### src/rtl/vppm_pkg.sv
// Shared VPPM definitions: FSM state encoding, preamble pattern and arithmetic widths.
// Used by both the transmitter and the receiver.
package vppm_pkg;

   typedef enum logic [1:0] {
      IDLE     = 2'd0,
      PREAMBLE = 2'd1,
      DATA     = 2'd2
   } vppm_state_e;

   // Signed width of the base+trim sum; wide enough for 4095 + 2047 with a sign bit.
   localparam int SUM_W = 14;

   // Width of the in-symbol counter and of the effective pulse width.
   localparam int CNT_W = 12;

   // Indexed by the LSB of the preamble symbol index, giving 1,0,1,0,...
   localparam logic [1:0] PRE_PATTERN = 2'b01;

endpackage

### src/rtl/vppm_width_calc.sv
// Effective VPPM pulse width: zero-extended base plus sign-extended trim,
// saturated so that every symbol keeps at least one high and one low clock.
module vppm_width_calc
   import vppm_pkg::*;
#(
   parameter int SYM_LEN = 100
) (
   input  logic [11:0]      dim_base_i,
   input  logic [11:0]      dim_trim_i,
   output logic [CNT_W-1:0] width_o
);

   localparam logic signed [SUM_W-1:0] MAX_W = SUM_W'(SYM_LEN - 1);
   localparam logic signed [SUM_W-1:0] MIN_W = SUM_W'(1);

   logic signed [SUM_W-1:0] sum;

   always_comb begin
      sum = $signed({2'b00, dim_base_i}) + $signed({{2{dim_trim_i[11]}}, dim_trim_i});
      if (sum < MIN_W) begin
         width_o = CNT_W'(1);
      end else if (sum > MAX_W) begin
         width_o = CNT_W'(SYM_LEN - 1);
      end else begin
         width_o = sum[CNT_W-1:0];
      end
   end

endmodule

### src/rtl/vppm_transmitter.sv
// VPPM frame transmitter: sends an alternating preamble followed by the payload
// MSB first, each symbol a pulse of width W placed early (bit 0) or late (bit 1).
module vppm_transmitter
   import vppm_pkg::*;
#(
   parameter int SYM_LEN = 100,
   parameter int PRE_LEN = 4,
   parameter int DATA_W  = 8
) (
   input  logic              clk,
   input  logic              rst,
   input  logic [DATA_W-1:0] tx_data,
   input  logic              tx_valid,
   output logic              tx_ready,
   input  logic [11:0]       dim_base,
   input  logic [11:0]       dim_trim,
   output logic              vppm_out,
   output logic              busy,
   output logic              tx_done
);

   localparam int IDX_MAX = (PRE_LEN > DATA_W) ? PRE_LEN : DATA_W;
   localparam int IDX_W   = (IDX_MAX > 1) ? $clog2(IDX_MAX) : 1;

   localparam logic [CNT_W-1:0] SC_LAST   = CNT_W'(SYM_LEN - 1);
   localparam logic [CNT_W-1:0] SYM_LEN_C = CNT_W'(SYM_LEN);
   localparam logic [IDX_W-1:0] PRE_LAST  = IDX_W'(PRE_LEN - 1);
   localparam logic [IDX_W-1:0] DATA_LAST = IDX_W'(DATA_W - 1);

   vppm_state_e       state_q, state_d;
   logic [CNT_W-1:0]  sc_q, sc_d;
   logic [IDX_W-1:0]  idx_q, idx_d;
   logic [DATA_W-1:0] shift_q, shift_d;
   logic [CNT_W-1:0]  w_q, w_d;
   logic              vppm_q, vppm_d;
   logic              done_q, done_d;

   logic [CNT_W-1:0]  wCalc;
   logic [CNT_W-1:0]  hiStart;
   logic              accept;
   logic              symEnd;
   logic              symBit;
   logic              pulse;

   vppm_width_calc #(
      .SYM_LEN(SYM_LEN)
   ) u_width_calc (
      .dim_base_i(dim_base),
      .dim_trim_i(dim_trim),
      .width_o   (wCalc)
   );

   assign tx_ready = (state_q == IDLE) && !rst;
   assign accept   = tx_valid && tx_ready;
   assign busy     = (state_q != IDLE);
   assign vppm_out = vppm_q;
   assign tx_done  = done_q;

   always_ff @(posedge clk) begin
      if (rst) begin
         state_q <= IDLE;
         sc_q    <= '0;
         idx_q   <= '0;
         shift_q <= '0;
         w_q     <= CNT_W'(1);
         vppm_q  <= 1'b0;
         done_q  <= 1'b0;
      end else begin
         state_q <= state_d;
         sc_q    <= sc_d;
         idx_q   <= idx_d;
         shift_q <= shift_d;
         w_q     <= w_d;
         vppm_q  <= vppm_d;
         done_q  <= done_d;
      end
   end

   // Late-pulse start wraps modulo 2^CNT_W, which stays exact when SYM_LEN is 4096.
   always_comb begin
      state_d = state_q;
      sc_d    = sc_q;
      idx_d   = idx_q;
      shift_d = shift_q;
      w_d     = w_q;
      done_d  = 1'b0;

      symEnd  = (sc_q == SC_LAST);
      hiStart = SYM_LEN_C - w_q;
      symBit  = (state_q == DATA) ? shift_q[DATA_W-1] : PRE_PATTERN[idx_q[0]];
      pulse   = symBit ? (sc_q >= hiStart) : (sc_q < w_q);
      vppm_d  = (state_q != IDLE) && pulse;

      case (state_q)
         IDLE: begin
            if (accept) begin
               state_d = PREAMBLE;
               sc_d    = '0;
               idx_d   = '0;
               shift_d = tx_data;
               w_d     = wCalc;
            end
         end
         PREAMBLE: begin
            sc_d = symEnd ? '0 : sc_q + CNT_W'(1);
            if (symEnd) begin
               if (idx_q == PRE_LAST) begin
                  state_d = DATA;
                  idx_d   = '0;
               end else begin
                  idx_d = idx_q + IDX_W'(1);
               end
            end
         end
         DATA: begin
            sc_d = symEnd ? '0 : sc_q + CNT_W'(1);
            if (symEnd) begin
               shift_d = shift_q << 1;
               if (idx_q == DATA_LAST) begin
                  state_d = IDLE;
                  idx_d   = '0;
                  done_d  = 1'b1;
               end else begin
                  idx_d = idx_q + IDX_W'(1);
               end
            end
         end
         default: begin
            state_d = IDLE;
         end
      endcase
   end

endmodule

### config.mk
export PLATFORM = sky130hd
export DESIGN_NAME = vppm_transmitter
export DESIGN_NICKNAME = d
export VERILOG_FILES = /design/src/rtl/vppm_pkg.sv /design/src/rtl/vppm_width_calc.sv /design/src/rtl/vppm_transmitter.sv
export SDC_FILE = /design/constraint.sdc
export NUM_CORES = 1
export LEC_CHECK = 0
export ABC_AREA = 1
export CORE_UTILIZATION = 30
export DETAILED_ROUTE_END_ITERATION = 16
export DONT_BUFFER_PORTS = 1
export SYNTH_ARGS = -nofsm -noshare
export SYNTH_HDL_FRONTEND = slang
export SYNTH_SLANG_ARGS = --single-unit
### constraint.sdc
create_clock -name clk -period 2.7 [get_ports clk]
set_input_delay 0.405 -clock clk [delete_from_list [all_inputs] [get_ports clk]]
set_output_delay 0.405 -clock clk [all_outputs]
set_load 0.1 [all_outputs]
Word-level counts from Yosys, hierarchy flattened
Cells that the tools add are included.
- mux-type cells: 25
- order comparisons: 5
- bitwise operators: 2
- $add $sub $neg: 4
- reduce and logical (&&, ||, !) cells: 16
- eq/ne operators: 10
- operators by type and width (kind ; count):
    $mux 12 ; 4
    $pmux 12 s2 ; 1
    $mux 8 ; 2
    $pmux 8 s2 ; 1
    $mux 3 ; 5
    $add 13x12->14 ; 1
    $gt 14x8->1 const B ; 1
    $lt 14x2->1 const B ; 1
    $add 12x1->12 const B ; 1
    $eq 12x7->1 const B ; 1
    $ge 12x12->1 ; 1
    $lt 12x12->1 ; 1
    $sub 7x12->12 const A ; 1
    $mux 2 ; 5
    $pmux 3 s3 ; 1
    $ne 2x2->1 const B ; 4
    $pmux 2 s3 ; 1
    $reduce_bool 2->1 ; 3
    $mux 1 ; 5
    $reduce_and 5->1 ; 1
    $reduce_and 2->1 ; 2
    $reduce_and 4->1 ; 1
    $add 3x1->3 const B ; 1
    $eq 3x2->1 const B ; 1
    13 further kinds ; 16
- flip-flop bits (word level): 39
- output and inout port bits: 4
- input port bits: 35
- word-level logic and storage cells: 69

Longest topological paths before layout
Gate-level depths: netlist of run 1.
- depth after elaboration: 5
- depth in mapped cells: 18
- depth with buffers taken out: 18

By module
A second synthesis of run 1 with hierarchy kept.
- cell total of the unflattened synthesis: 595
- area, all modules: 3694.8 um^2
- by module, submodules not included (module ; seq. area each (um^2) ; cells each ; times used ; area an instance (um^2)):
    vppm_transmitter ; 780.7 ; 389 ; 1 ; 2666.3
    vppm_width_calc ; 0.0 ; 206 ; 1 ; 1028.5

Worst setup path before layout of run 1
Ideal clock, no wire load.
- kind: register to register
- start: register state_q[0]
- end: register sc_q[11]
- library setup time: 0.119 ns
- period minus slack after synthesis: 2.465 ns
- stages on the path, launching flop included: 14
- data required time: 2.581 ns
- arrival: 2.345 ns
- path buffers: 0
- slack: 0.235 ns
- cell sequence: dfxtp_1 inv_1 ha_1 inv_2 nor2_4 nand2_2 o21ai_2 inv_2 nor2_4 nand2_1 nor2_4 nand3_1 o21ai_0 a21oi_1
- word-level cells in the longest chain between the ends: 5
- elaborated cells between the ends (all ways): 10
- classes of those cells: 3 x eq/ne; 1 x mux; 6 x reduce/logical
- RTL lines (item ; RTL line ; text):
    start, declared ; vppm_transmitter.sv:30 ; vppm_state_e state_q, state_d;
    start signal, assigned ; vppm_transmitter.sv:69 ; state_q <= state_d;
    $logic_not 2->1 ; vppm_transmitter.sv:53 ; assign tx_ready = (state_q == IDLE) && !rst;
    $logic_and 1x1->1 ; vppm_transmitter.sv:53 ;
    via tx_ready ; vppm_transmitter.sv:14 ; output logic tx_ready,
    $logic_and 1x1->1 ; vppm_transmitter.sv:54 ; assign accept = tx_valid && tx_ready;
    $ne 2x2->1 (no source line) ; -- ;
    $reduce_and 2->1 (no source line) ; -- ;
    end signal, assigned ; vppm_transmitter.sv:62 ; sc_q <= '0;
    end signal, assigned ; vppm_transmitter.sv:70 ; sc_q <= sc_d;
    end, declared ; vppm_transmitter.sv:31 ; logic [CNT_W-1:0] sc_q, sc_d;
The timed path passes the listed nets, and every way through them passes these cells.
A chain may end at the register's enable or synchronous reset.

Final worst setup path of run 1
- start: register w_q[1]
- end: register vppm_q, in the netlist vppm_out
- word-level cells in the longest chain between the ends: 4
- elaborated cells between the ends (all ways): 5
- classes of those cells: 1 x add/sub; 2 x order compare; 1 x mux; 1 x reduce/logical
- RTL lines (item ; RTL line ; text):
    start, declared ; vppm_transmitter.sv:34 ; logic [CNT_W-1:0] w_q, w_d;
    start signal, assigned ; vppm_transmitter.sv:73 ; w_q <= w_d;
    $sub 7x12->12 ; vppm_transmitter.sv:89 ; hiStart = SYM_LEN_C - w_q;
    $ge 12x12->1 ; vppm_transmitter.sv:91 ; pulse = symBit ? (sc_q >= hiStart) : (sc_q < w_q);
    $mux 1 (*) ; vppm_transmitter.sv:91 ;
    $logic_and 1x1->1 (*) ; vppm_transmitter.sv:92 ; vppm_d = (state_q != IDLE) && pulse;
    end signal, assigned ; vppm_transmitter.sv:74 ; vppm_q <= vppm_d;
    end, declared ; vppm_transmitter.sv:35 ; logic vppm_q, vppm_d;
Mark *: on every way between the ends. The rest lies on a longest branch, timed or not.

==> impl_results.md, run 1 <==
- Status: finished clean
- Overall routing resource usage: 13.71%
- Crit path launch: w_q[1]$_SDFFE_PP0P_
- Yosys top cell area share: 21.97%
- # Max-Cap Violations: 0
- Final RePlAce weighted congestion: 0.7910
- Dpl cells: 674
- R2R Setup Slk: 0.33 ns
- Total grt overflow: 0
- Total negative slack: 0 ns
- Crit path time final: 2.369 ns
- Critical path peak fanout: 3
- Crit-path most repeated cell: nor2_1
- Worst Clk Skew: 0.006330 ns
- Crit-path cells: inv_1 -> ha_1 -> nor2_1 -> nor2_1 -> a21oi_1 -> xor2_1 -> ha_1 -> nand2_1 -> nor2_1 -> a211oi_1 -> nand2_1 -> nand2_1 -> a21oi_1 -> o21ai_0 -> nor2_1
- Syn avg cell area: 6.667 sq um
- Number of global-route vias before repair: 3218
- RSZ-0062 raised after global routing: false
- Non-filler cells, final: 682
- Post-DP HPWL: 6.558 mm
- Count of different cell masters after synthesis: 42
- Fill cell count: 1227
- Worst Tran Pin Value: 0.9627 ns
- Port Buffers: 0
- Area leader, netlist: dfxtp_1
- Crit path launch type: register
- Area grow syn2layout: 9.331%
- Sequential Area: 780.7 sq um
- Async set-or-reset flop fraction in the synthesized netlist: 0%
- Crit path DAT: 2.55 ns
- First-pass GRT wire length: 14.19 mm
- Clk root buf: clkbuf_16
- Reg2reg start: w_q[1]$_SDFFE_PP0P_
- CTS tree: built
- Fin crit share: 87.74%
- Worst Path Required: 2.88 ns
- Total power: 2577 uW
- Num CTS Buffers: 5
- Commonest register cell after synthesis: dfxtp_1
- Clock buffer depth: 2
- Post-synth EDFFs: 0
- Pwr dens: 663.4 nW/um^2
- Total iterations of the first detailed-routing run: 4
- Clock sinks: 39
- Vias per Instance: 4.710
- Routed WL: 8.025 mm
- CTS Hold Buffers Added: 0
- Die height: 110.8 um
- DIE AREA: 12280 sq um
- Yosys synthesis warning count: 0
- Routed vias: 3212
- Reg clk slew, reported paths: 0.06 ns
- Crit. End Element: register
- Post-CTS Resized: 0
- Initial antenna violation count: 0
- Post-Synthesis Cells: 533
- Synth Cell Area: 3553 sq um
- Pleak: 0.001891 uW
- Antenna diode count: 0
- Critical Path Max Stage Delay: 0.36 ns
- DRC viols: 0
- Final hold vios: 0
- Hold Path Class: primary input to register
- Worst Hold Launch: rst
- Pin count of the biggest net entering global routing: 16
- Share of layout cells above drive strength 1: 10.95%
- Syn Nets: 614
- Slowest CP cell: dfxtp_1
- Setup CP Type: register to register
- Slew Limit Fails: 0
- Depth of the CTS H-tree: 2
- Final setup vio count: 0
- WL/cell: 11.77 um
- Worst slew margin: 35.73%
- Num ports: 39
- Rows: 39
- Post-CTS Setup Repair Bufs: 0
- Core box area: 11470 sq um
- Nets: 619
- Register area share after synthesis: 21.97%
- Area of the multi-input gates: 2372 sq um
- Initial core utilization: 30.99%
- Flops & latches, synth: 39
- Antenna Violating Nets Remaining: 0
- Fmax achieved: 422.1 MHz
- Synth area leaders: dfxtp_1, ha_1, nand2_1
- Worst-Skew Late Latency: 0.29 ns
- Die width: 110.8 um
- DRT iter0 DRCs: 118
- Max IR drop VDD: 0.3038 mV
## where the power goes
group / switching, uW / total (uW) / internal, uW
Clock: 249 / 685 / 436
Sequential: 78.0 / 751 / 673
Combinational: 786 / 1140 / 355
Total: 1110 / 2580 / 1460
## through the flow
stage / setup WS, ns / util [%] / area, sq um / hold WS [ns]
4_1_cts: 0.3459 / 33.88 / 3885 / 0.1746
3_3_place_gp: 0.4042 / 32.41 / 3716 / 0.4470
6_report: 0.3312 / 33.88 / 3885 / 0.1792
3_5_place_dp: 0.3594 / 32.41 / 3716 / 0.4468
5_1_grt: 0.1218 / 33.88 / 3885 / 0.1691
2_1_floorplan: 0.2354 / - / 3553 / 0.4302
## placed cells by master, fill, tap and decap left out, types with 7 or more instances in the layout
cell type	instances
o21ai_1	7
dfxtp_1	39
o21ai_0	21
nor2_4	7
nand3_1	28
a31oi_1	8
inv_1	90
nand2_2	13
a21oi_1	35
ha_1	45
xor2_1	9
nor2_1	32
nand2_1	144
nand3_2	13
## worst max-delay path: cells and delay by family, from the launching register on
family | cells | cell delay [ns]
AOI/OAI and AO/OA | 4 | 0.65
and+or+nand+nor | 7 | 0.51
adders and majority gates | 2 | 0.47
DFF | 1 | 0.36
xor gates and xnor gates | 1 | 0.20
buffers and inverters | 1 | 0.08
## state kept, by name, indices dropped and copies added (netlist names)
register  count
tx_done       1
shift_q       8
state_q       2
idx_q         3
w_q          12
vppm_out      1
sc_q         12
## area by class of cell
| class | count | share of cell area [%] |
|---|---|---|
| repair buffers | 3 | 0.5797 |
| clock inverters | 3 | 1.127 |
| clock buffers | 5 | 3.221 |
| well taps | 143 | 4.605 |
| inverters | 96 | 9.308 |
| flip-flops and latches | 39 | 20.10 |
| multi-input cells | 393 | 61.06 |
## routing by layer
metal	GRT usage, %	wire length [um]
met5	0	0
met4	3.556	98
met3	2.351	255
met2	23.31	3753
met1	17.85	3918
## logic make-up after synthesis
kind of cell             synth area share [%]
AND/OR/NAND/NOR                         34.16
AO/OA/AOI/OAI                           13.49
flip-flops                              21.97
adder cells (fa/ha/maj)                 16.41
buffers and inverters                   11.27
XOR/XNOR                                2.711
## cells in the mapped netlist (3+ instances only)
master   count
dfxtp_1     39
a21oi_1     35
nand3_2     13
xor2_1       9
nor2_1      32
nor2_4       7
o21ai_0     21
ha_1        45
inv_2        5
nand4_1      3
nand2_2     13
inv_1       90
nand3_1     28
o21ai_1      7
nand2_1    144
nor3_1       5
a31oi_1      8
## final timing paths
kind,endpoint,depth (start not counted)
setup / recovery,vppm_out$_SDFF_PP0_,15
hold / removal,shift_q[0]$_SDFFE_PP0P_,1
setup reg to reg,vppm_out$_SDFF_PP0_,15
hold reg to reg,w_q[9]$_SDFFE_PP0P_,2
Power figures use the tool's default switching activity.
==> inputs of run 2 (changes only) <==
--- a/config.mk
+++ b/config.mk
@@ -5,7 +5,7 @@
 export SDC_FILE = /design/constraint.sdc
 export NUM_CORES = 1
 export LEC_CHECK = 0
-export ABC_AREA = 1
+export ABC_CLOCK_PERIOD_IN_PS = 2700
 export CORE_UTILIZATION = 30
 export DETAILED_ROUTE_END_ITERATION = 16
 export DONT_BUFFER_PORTS = 1
==> run 2 against run 1 <==
  * Global-route usage down 0.22 points
  * First-iteration DRC count fell by 39%
  * Synthesized area fell by 12%
  * Critical path type is now primary input to register
  * Core utilization up 0.87 points
  * Synthesized cell count is 29% lower
  * Largest cell class unchanged
  * Hold slack lost 0.019 ns
  * Worst setup slack worse by 0.11 ns
  * Combinational power decreased by 24%
  * Non-clock buffer count grew 8
==> impl_results.md, run 2 <==
- Register area share after synthesis: 24.92%
- Pin count of the biggest net entering global routing: 22
- Total iterations of the first detailed-routing run: 4
- RSZ-0062 raised after global routing: false
- Fin crit share: 91.66%
- Worst-Skew Late Latency: 0.30 ns
- Total negative slack: 0 ns
- R2R Path End: vppm_out$_SDFF_PP0_
- Die height: 104.2 um
- Worst Tran Pin Value: 0.9454 ns
- Design area: 3460 sq um
- Crit-path most repeated cell: a211oi_1
- Post-layout util: 34.75%
- Port Buffers: 0
- Antenna Violating Nets Remaining: 0
- # Max-Cap Violations: 0
- First-pass GRT wire length: 12.34 mm
- Crit. End Element: register
- Post-synth EDFFs: 0
- Reg clk slew, reported paths: 0.09 ns
- Post-place setup slack: -0.04697 ns
- Depth of the CTS H-tree: 2
- Crit path launch type: primary input
- Nets: 473
- Synth cell count leaders: ha_1, nor2_1, dfxtp_1, inv_1, a21oi_1
- Post-Synthesis Cells: 379
- R2R Setup Slk: 0.29 ns
- Dpl cells: 518
- Syn avg cell area: 8.267 sq um
- Biggest regs: sc_q: 12 flops, w_q: 12 flops, shift_q: 8 flops
- Worst Clk Skew: 0.01090 ns
- Critical path peak fanout: 7
- Yosys top cell area share: 24.92%
- Total grt overflow: 0
- Count of different cell masters after synthesis: 56
- Pleak: 0.001376 uW
- Pwr dens: 574.2 nW/um^2
- Async set-or-reset flop fraction in the synthesized netlist: 0%
- Post-DP HPWL: 5.447 mm
- Number of global-route vias before repair: 2692
- Final hold vios: 0
- Fmax achieved: 404.1 MHz
- CTS tree: built
- WL/cell: 12.85 um
- Initial core utilization: 31.47%
- CTS Hold Buffers Added: 0
- DIE AREA: 10860 sq um
- Crit-path cells: ha_1 -> fa_1 -> a211oi_1 -> nor4_1 -> a211oi_1 -> mux2i_1 -> or4_4 -> nor2_4 -> o21ai_0
- Die width: 104.2 um
- Commonest non-fill, non-tap cells in the layout: ha_1, nor2_1, dfxtp_1
- Slowest CP cell: or4_4
- Crit path time final: 2.475 ns
- Hold Path Depth: 1
- Clock sinks: 39
- DRC viols: 0
- Slew Limit Fails: 0
- Area leader, netlist: dfxtp_1
- Num CTS Buffers: 5
- Worst slew margin: 36.88%
- Critical Path Max Stage Delay: 0.50 ns
- Non-filler cells, final: 526
- Routed vias: 2710
- Overall routing resource usage: 13.49%
- Synth Cell Area: 3133 sq um
- Worst Path Required: 2.88 ns
- Vias per Instance: 5.152
- Area grow syn2layout: 10.42%
- Post-Place Cell Area: 3364 sq um
- Initial antenna violation count: 0
- Syn Nets: 460
- Hold Path Class: primary input to register
- Final RePlAce weighted congestion: 0.8072
- Antenna diode count: 0
- Routed WL: 6.761 mm
- Reg2reg start: w_q[1]$_SDFFE_PP0P_
- Final setup vio count: 0
- Yosys synthesis warning count: 0
- Commonest register cell after synthesis: dfxtp_1
- Rows: 36
- Worst setup margin: 0.2252 ns
- Worst Hold Launch: rst
- Share of layout cells above drive strength 1: 8.397%
- Worst Hold Endpoint: shift_q[0]$_SDFFE_PP0P_
- Num ports: 39
- Max IR drop VDD: 0.4024 mV
- Post-CTS Setup Repair Bufs: 0
- Setup CP Type: primary input to register
- Commonest non-fill, non-tap cell in the layout: ha_1
- DRT iter0 DRCs: 72
- Clk root buf: clkbuf_8
- Flops & latches, synth: 39
- Crit path DAT: 2.65 ns
- Status: finished clean
- Core box area: 9955 sq um
- Clock buffer depth: 2
- FF-to-FF path depth: 11
- Most common cell in the netlist: ha_1
- Synth area leaders: dfxtp_1, ha_1, nor2_1
run 2: cell families after synthesis:
kind of cell / Yosys count / share of synthesized area, %
simple gates: 128 / 21.29
fa+ha+maj: 46 / 18.61
buf+inv: 33 / 3.993
flops: 39 / 24.92
compound gates: 98 / 20.81
mux: 14 / 4.513
xor+xnor: 21 / 5.871
run 2: timing repair:
item | 4_1_cts | 5_1_grt
endpoints found under the setup margin | 0 | 4
resized for setup | 0 | 3
hold endpoints to repair | 0 | 0
run 2: worst max path at each step:
stage | start | endpoint | slack, ns
after global placement | dim_base[0] | w_q[1]$_SDFFE_PP0P_ | -0.03
final | dim_base[0] | w_q[5]$_SDFFE_PP0P_ | 0.23
after detailed placement | dim_base[0] | w_q[5]$_SDFFE_PP0P_ | -0.05
after floorplan | dim_base[0] | w_q[1]$_SDFFE_PP0P_ | 0.07
after global routing | sc_q[1]$_SDFFE_PP0P_ | state_q[0]$_SDFFE_PP0P_ | 0.01
after CTS | w_q[0]$_SDFFE_PP1P_ | vppm_out$_SDFF_PP0_ | 0.16
run 2: cell type report:
class                   count  area, sq um
clock buffers               6        72.57
clock inverters             2        12.51
fillers                  1029         6495
inverters                  28        105.1
multi-input cells         307         2240
flip-flops and latches     39        780.7
well taps                 133        166.4
repair buffers             11        82.58
run 2: report_power, final:
| group | switching (uW) | internal [uW] |
|---|---|---|
| Combinational | 547 | 321 |
| Clock | 221 | 181 |
| Sequential | 62.6 | 654 |
| Total | 830 | 1160 |
run 2: worst max-delay path, delay by kind of cell:
family          cells  cell delay, ns
simple gates        3            0.81
compound gates      3            0.73
fa+ha+maj           2            0.60
mux                 1            0.10
run 2: layer usage:
metal,vias to the layer above,track usage (%),wire length [um]
li1,1400,-,-
met4,0,3.163,62
met3,7,2.757,357
met5,-,0,0
met2,48,22.24,3105
met1,1255,17.97,3235
run 2: metrics by stage:
| step | power (uW) | hold WS (ns) |
|---|---|---|
| after detailed placement | 1584 | 0.4490 |
| final | 1986 | 0.1607 |
| after floorplan | 1384 | 0.4298 |
| after global placement | 1559 | 0.4457 |
| after global routing | 2146 | 0.1516 |
| after CTS | 1986 | 0.1502 |
